**config.mk**
```make
export PLATFORM = sky130hd
export DESIGN_NAME = tick_timer
export DESIGN_NICKNAME = d
export VERILOG_FILES = /design/src/rtl/tick_timer_pkg.sv /design/src/rtl/tick_timer_channel.sv /design/src/rtl/tick_timer.sv
export SDC_FILE = /design/constraint.sdc
export NUM_CORES = 1
export LEC_CHECK = 0
export BUFFER_PORTS_ARGS = -buffer_cell sky130_fd_sc_hd__buf_2
export CAP_MARGIN = 25
export CORE_ASPECT_RATIO = 0.9
export CORE_MARGIN = 3
export CORE_UTILIZATION = 51
export DETAILED_ROUTE_END_ITERATION = 8
export PLACE_DENSITY_LB_ADDON = 0.25
export REMOVE_ABC_BUFFERS = 1
export SLEW_MARGIN = 20
export SYNTH_ARGS = -nofsm -noshare
export SYNTH_HDL_FRONTEND = slang
export SYNTH_SLANG_ARGS = --single-unit
```
**constraint.sdc**
```tcl
create_clock -name clk -period 2.5 [get_ports clk]
set_clock_uncertainty 0.1 [all_clocks]
set_input_delay 0.25 -clock clk [delete_from_list [all_inputs] [get_ports clk]]
set_output_delay 0.25 -clock clk [all_outputs]
set_load 0.01 [all_outputs]
```
**src/rtl/tick_timer_pkg.sv**
```systemverilog
// Shared types and constants for the tick_timer slow-time base and its countdown channels.
package tick_timer_pkg;

    typedef enum logic {
        IDLE = 1'b0,
        RUN  = 1'b1
    } chan_state_t;

    localparam int TICK_CYCLES_DE10 = 33_000_000;
    localparam int TICK_CYCLES_SIM  = 20;

    // Width needed to hold prescaler values 0 .. cycles-1 (never narrower than 1 bit).
    function automatic int prescaler_width(input int cycles);
        return (cycles <= 2) ? 1 : $clog2(cycles);
    endfunction

endpackage

```
**src/rtl/tick_timer_channel.sv**
```systemverilog
// One restartable countdown channel: IDLE/RUN FSM plus count register, stepped by the shared tick.
module tick_timer_channel
    import tick_timer_pkg::*;
#(
    parameter int CNT_W = 8
) (
    input  logic             clk,
    input  logic             resetN,
    input  logic             tick_int,
    input  logic             start,
    input  logic             cancel,
    input  logic [CNT_W-1:0] load_val,
    output logic             busy,
    output logic             expired,
    output logic [CNT_W-1:0] remaining
);

    chan_state_t      state_q, state_d;
    logic [CNT_W-1:0] cnt_q, cnt_d;
    logic             exp_q, exp_d;

    always_ff @(posedge clk or negedge resetN) begin
        if (!resetN) begin
            state_q <= IDLE;
            cnt_q   <= '0;
            exp_q   <= 1'b0;
        end else begin
            state_q <= state_d;
            cnt_q   <= cnt_d;
            exp_q   <= exp_d;
        end
    end

    // cancel beats start beats tick; a start in the tick cycle swallows that tick.
    always_comb begin
        state_d = state_q;
        cnt_d   = cnt_q;
        exp_d   = 1'b0;
        if (cancel) begin
            state_d = IDLE;
            cnt_d   = '0;
        end else if (start) begin
            if (load_val == '0) begin
                state_d = IDLE;
                cnt_d   = '0;
                exp_d   = 1'b1;
            end else begin
                state_d = RUN;
                cnt_d   = load_val;
            end
        end else if (tick_int && (state_q == RUN)) begin
            if (cnt_q != CNT_W'(1)) begin
                cnt_d = cnt_q - CNT_W'(1);
            end else begin
                state_d = IDLE;
                cnt_d   = '0;
                exp_d   = 1'b1;
            end
        end
    end

    assign busy      = (state_q == RUN);
    assign expired   = exp_q;
    assign remaining = cnt_q;

endmodule

```
**src/rtl/tick_timer.sv**
```systemverilog
// Game time base: pausable prescaler with turbo rate, free-running tick counter and NUM_CH countdown channels.
module tick_timer
    import tick_timer_pkg::*;
#(
    parameter int TICK_CYCLES = TICK_CYCLES_DE10,
    parameter int TURBO_DIV   = 10,
    parameter int CNT_W       = 8,
    parameter int NUM_CH      = 4
) (
    input  logic                    clk,
    input  logic                    resetN,
    input  logic                    turbo,
    input  logic                    pause,
    input  logic [NUM_CH-1:0]       start,
    input  logic [NUM_CH-1:0]       cancel,
    input  logic [NUM_CH*CNT_W-1:0] load_val,
    output logic                    tick,
    output logic [CNT_W-1:0]        tick_count,
    output logic [NUM_CH-1:0]       busy,
    output logic [NUM_CH-1:0]       expired,
    output logic [NUM_CH*CNT_W-1:0] remaining
);

    localparam int PW      = prescaler_width(TICK_CYCLES);
    localparam int P_TURBO = TICK_CYCLES / TURBO_DIV;

    logic [PW-1:0] pcnt;
    logic [PW-1:0] period_m1;
    logic          tick_int;

    // Using >= lets a switch into turbo with pcnt already past the short period tick at once.
    assign period_m1 = turbo ? PW'(P_TURBO - 1) : PW'(TICK_CYCLES - 1);
    assign tick_int  = !pause && (pcnt >= period_m1);

    always_ff @(posedge clk or negedge resetN) begin
        if (!resetN) begin
            pcnt       <= '0;
            tick       <= 1'b0;
            tick_count <= '0;
        end else begin
            tick <= tick_int;
            if (tick_int) begin
                pcnt       <= '0;
                tick_count <= tick_count + CNT_W'(1);
            end else if (!pause) begin
                pcnt <= pcnt + PW'(1);
            end
        end
    end

    for (genvar c = 0; c < NUM_CH; c++) begin : g_chan
        tick_timer_channel #(
            .CNT_W(CNT_W)
        ) u_chan (
            .clk      (clk),
            .resetN   (resetN),
            .tick_int (tick_int),
            .start    (start[c]),
            .cancel   (cancel[c]),
            .load_val (load_val[c*CNT_W +: CNT_W]),
            .busy     (busy[c]),
            .expired  (expired[c]),
            .remaining(remaining[c*CNT_W +: CNT_W])
        );
    end

endmodule

```
Word level (Yosys, flattened, before mapping)

Cells that the tools add are included.

Bits of input ports: 44
Register bits: 74
Output and inout port bits: 49
Word-level logic and storage cells: 112

Reduce and logical (&&, ||, !) cells: 18
$add $sub $neg: 6
Magnitude comparators: 1
Multiplexer cells: 63
Equal/unequal tests: 9

Operator list:

| kind                                                                     | count |
|---|---|
| 8-bit 2-to-1 mux                                                         | 20 |
| 25-bit 2-to-1 mux                                                        | 3 |
| 1-bit 2-to-1 mux                                                         | 40 |
| 8-bit logical NOT                                                        | 4 |
| 8-bit by 1-bit inequality test with 1-bit output (second input constant) | 4 |
| 8-bit by 1-bit subtractor with 8-bit output (second input constant)      | 4 |
| 25-bit by 1-bit adder with 25-bit output (second input constant)         | 1 |
| 25-bit greater-or-equal comparator                                       | 1 |
| 3-bit inequality test (second input constant)                            | 4 |
| 3-bit nonzero test                                                       | 4 |
| 8-bit by 1-bit adder with 8-bit output (second input constant)           | 1 |
| 2-bit AND reduction                                                      | 4 |
| 1-bit logical AND                                                        | 5 |
| 2-bit by 1-bit inequality test with 1-bit output (second input constant) | 1 |
| 1-bit logical NOT                                                        | 1 |

Logic depth before layout (Yosys ltp)

Depth in word-level cells: 7
Depth in mapped cells: 9
Gate-level depth less buffers: 8

By module

A second synthesis with hierarchy kept.

Cell total of the unflattened synthesis: 538
Area total of the unflattened synthesis: 4882.2 sq um

Modules (own cells, without submodules):

| module             | seq. area each (sq um) | times used | area an instance (sq um) | cells each |
|---|---|---|---|---|
| tick_timer_channel | 250.2                  | 4          | 738.2                    | 85 |
| tick_timer         | 850.8                  | 1          | 1929.4                   | 198 |

Worst setup path before layout

OpenSTA, ideal clock, no wires.

Path type: register to register
From: register pcnt[14]
To: register g_chan[2].u_chan.cnt_q[6]
Cell stages (with the launch flop): 9
Setup slack: 23 ps
Required time: 2305 ps
Period minus slack after synthesis: 2477 ps
Arrival time: 2281 ps
Path buffers: 1
Library setup time: 95 ps
Cell sequence: dfrtp_1 ha_1 nor4_1 nand3_1 a311oi_4 a21oi_2 buf_2 or4b_1 o31ai_1

Cells in the longest elaborated chain, start to end: 4

Ends and longest elaborated chain:

| element                            | line                     | source |
|---|---|---|
| from (decl)                        | tick_timer.sv:27         | `logic [PW-1:0] pcnt;` |
| from (signal assigned)             | tick_timer.sv:46         | `pcnt <= pcnt + PW'(1);` |
| 25-bit greater-or-equal comparator | tick_timer.sv:33         | `assign tick_int = !pause && (pcnt >= period_m1);` |
| 1-bit logical AND                  | tick_timer.sv:33         |  |
| 1-bit logical AND                  | tick_timer_channel.sv:51 | `end else if (tick_int && (state_q == RUN)) begin` |
| 3-bit nonzero test (no line)       | n/a                      |  |
| to (signal assigned)               | tick_timer_channel.sv:29 | `cnt_q <= cnt_d;` |
| to (decl)                          | tick_timer_channel.sv:19 | `logic [CNT_W-1:0] cnt_q, cnt_d;` |

Every way passes these cells.
A chain may end at the register's enable or synchronous reset.

Worst setup path in the final report

Ends and elaborated chain as after synthesis.

==> results.json <==
{
  "place_ws_ps": -143,
  "drt_iter0_markers": 307,
  "yosys.area.top_type": "dfrtp_1",
  "cts_tree": "yes",
  "gp_congestion": 0.923,
  "netSwitchingPower_w": 0.000978,
  "core_area_um2": 8810,
  "holdWs_ps": 37.8,
  "ys_types": 58,
  "power_frac_clock_pct": 30.8,
  "clockBufferDepth": 2,
  "r2r_slack_ps": 100,
  "portBuffers": 92,
  "dieArea_um2": 10500,
  "synth_warnings": 0,
  "yosysSeqAreaShare_pct": 39.0,
  "timing.fmax_ghz": 0.416,
  "io_pins": 93,
  "required_ps": 2680,
  "start_util_pct": 53.9,
  "rows": 32,
  "cts_buffers": 9,
  "maxSlewHeadroom_pct": 67.9,
  "critPathKind": "reg2reg",
  "ant_nets": 0,
  "rsz0062_at_grt": "true",
  "final_layout_size_suffix_gt1_share_pct": 27.9,
  "register_area_um2": 1850,
  "hold_violations": 0,
  "gr-total-overflow": 0,
  "cp-endpoint": "g_chan[2].u_chan.remaining[6]$_DFFE_PN0P_",
  "place_hpwl_um": 8380,
  "yosysMostFrequentCell": "dfrtp_1",
  "fin_tns_setup_ps": 0,
  "top_layer_used": "met4",
  "period_minus_slack_ps": 2400,
  "final_core_util_pct": 67.1,
  "globalRouteTotalUtil_pct": 23.2,
  "power.static_leakage_nw": 2.77,
  "clkSlewWorstSetupHoldPaths_ps": 90,
  "synth_top_area_share_pct": 39.0,
  "run_status": "finished clean",
  "multi_input_area_um2": 2790,
  "antenna_found_initial": 0,
  "r2r_end": "g_chan[2].u_chan.remaining[6]$_DFFE_PN0P_",
  "htreeDepth": 3,
  "finalCritPeriodShare_pct": 96.1,
  "syn_area_um2": 4750,
  "clockRootBuffer": "clkbuf_8",
  "synth_edf_count": 0,
  "n_antenna_cell": 0,
  "drv_cap": 0,
  "first_pass_iters": 4,
  "wl_met2_um": 5820,
  "grt_max_degree": 75,
  "path_max_fanout": 9,
  "startpoint_type": "flip-flop",
  "wire_per_inst_um": 15.8,
  "hp-class": "in2reg",
  "drt_wl_total_um": 11900,
  "ys_top_cells_by_count": "74 x dfrtp_1, 45 x nor2_1, 43 x nand2_1",
  "syn_to_final_growth_pct": 24.5,
  "r2r-start": "pcnt[14]$_DFFE_PN0P_",
  "cp-end-kind": "flip-flop",
  "syn_inst": 522,
  "grt_pass1_wl_um": 20000,
  "clk_latency_ps": 370,
  "wl_met1_um": 5330,
  "powerDensity_nw_per_um2": 514,
  "num-fill-cells": 723,
  "avgSynthCellArea_um2": 9.10,
  "clock-sinks": 74,
  "route.vias.total": 4408,
  "vdd_drop_max_mv": 0.304,
  "die_w_um": 108,
  "setup_violations": 0,
  "layout.nets": 698,
  "grt_pass1_vias": 4272,
  "startpoint": "pcnt[14]$_DFFE_PN0P_",
  "synth_area_leaders": "dfrtp_1 39%, xnor2_1 5.7%, ha_1 5.3%",
  "slew_violations": 0,
  "pwr-share-comb_pct": 23.0,
  "crit_arrival_ps": 2580,
  "wl_met3_um": 589,
  "fp.dieH_um": 97.6,
  "intPower_w": 0.00206,
  "power.share.switching_pct": 32.2,
  "ys_ff_latch": 74,
  "reg2reg_depth": 8,
  "drc_errors": 0,
  "synthArstFlopShare_pct": 100,
  "tightestPinTransition_ps": 478,
  "pwr-share-seq_pct": 46.2,
  "yosys_most_used_dff": "dfrtp_1",
  "viasPerCell": 5.82,
  "setup_slack_ps": 97.1
}
[power groups by stage]
stage,registers (W),logic [W],clock network (W)
floorplan,0.00142,0.000388,0
global placement,0.00141,0.000639,0
detailed placement,0.00142,0.000660,0
CTS,0.00140,0.000668,0.000953
global route,0.00142,0.000786,0.00100
finish,0.00140,0.000700,0.000936
[kinds of logic (layout without fill, tap and decap cells)]
kind of cell               after synthesis  count (layout)  share of synthesized area [%]
AOI/OAI and AO/OA                      115             115                           17.3
xor gates and xnor gates                46              46                           8.48
adders and majority gates               20              20                           5.27
buffers and inverters                   61             178                           5.64
DFF                                     74              74                           39.0
muxes                                   13              13                           2.79
and+or+nand+nor                        193             193                           21.5
[worst max-delay path: stages, from the launching register on]
cell	delay (ps)
dfrtp_1	390
ha_1	300
o211ai_1	180
nand3b_1	140
a311oi_4	360
buf_6	210
a21oi_4	110
or4b_1	470
o31ai_1	80
[final cells by class]
| class | instances | share of cell area, % |
|---|---|---|
| clock buffer | 9 | 2.09 |
| clock inverter | 7 | 1.18 |
| inverter | 31 | 1.97 |
| multi-input combinational | 387 | 47.2 |
| sequential | 74 | 31.3 |
| tap | 119 | 2.52 |
| timing repair buffer | 131 | 13.7 |
[layer usage]
layer	track usage [%]	vias up
met5	0	-
met4	7.18	0
met3	4.58	24
met2	37.2	131
met1	31.5	2142
li1	-	2111
[how the worst min path moves through the flow]
stage | slack [ps] | depth (start not counted) | endpoint | from
after floorplan | -150 | 0 | g_chan[0].u_chan.busy$_DFFE_PN0P_ | resetN
after global placement | 340 | 1 | g_chan[3].u_chan.remaining[7]$_DFFE_PN0P_ | resetN
after detailed placement | 360 | 1 | g_chan[3].u_chan.remaining[7]$_DFFE_PN0P_ | resetN
after CTS | 30 | 3 | g_chan[2].u_chan.remaining[0]$_DFFE_PN0P_ | load_val[16]
after global routing | 50 | 2 | g_chan[2].u_chan.remaining[1]$_DFFE_PN0P_ | load_val[17]
final | 40 | 3 | g_chan[2].u_chan.remaining[0]$_DFFE_PN0P_ | load_val[16]
[repair_timing]
| action | CTS | global route |
|---|---|---|
| pin swaps | 1 | 7 |
| endpoints found under the setup margin | 7 | 58 |
| buffers inserted | 0 | 5 |
| hold buffers | 2 | 0 |
| gates cloned | 0 | 1 |
| resized for setup | 2 | 27 |
| hold endpoints to repair | 75 | 0 |
[placed cells by master, fill, tap and decap left out, types with 3 or more instances in the layout]
master	synthesis	layout
buf_2	7	92
dfrtp_1	74	73
nor2_1	45	45
nand2_1	43	42
xnor2_1	31	31
inv_1	30	30
buf_4	8	30
o21ai_0	27	26
nor3_1	24	23
a21oi_1	21	20
ha_1	20	16
xor2_1	15	15
nand4_1	11	11
mux2i_1	11	11
o211ai_1	9	9
or4_1	9	9
clkbuf_8	0	9
nand3_1	9	8
nand2b_1	8	8
or3_1	8	8
nor4_1	8	7
o31ai_1	8	7
o311a_1	6	6
o41ai_1	7	6
a31oi_1	5	5
and3_1	5	5
buf_6	0	5
nor3b_1	4	4
or4b_1	4	4
nand3b_1	3	3
o32ai_1	6	3
o32ai_2	0	3
a211o_1	3	3
ha_4	0	3
clkinv_2	0	3
[state kept, by name, summed over array words and instances (netlist names)]
signal,cells
g_chan.u_chan.remaining,32
tick,1
g_chan.u_chan.expired,4
g_chan.u_chan.busy,4
tick_count,8
pcnt,25
[metrics by stage]
stage / power, W / instance area (um^2) / std cells
after global placement: 0.00205 / 5460 / 733
after global routing: 0.00321 / 5910 / 758
after floorplan: 0.00181 / 4600 / 492
after detailed placement: 0.00208 / 5460 / 733
final: 0.00304 / 5910 / 758
after CTS: 0.00302 / 5680 / 751
No activity file was read; power rests on OpenSTA's default activity.
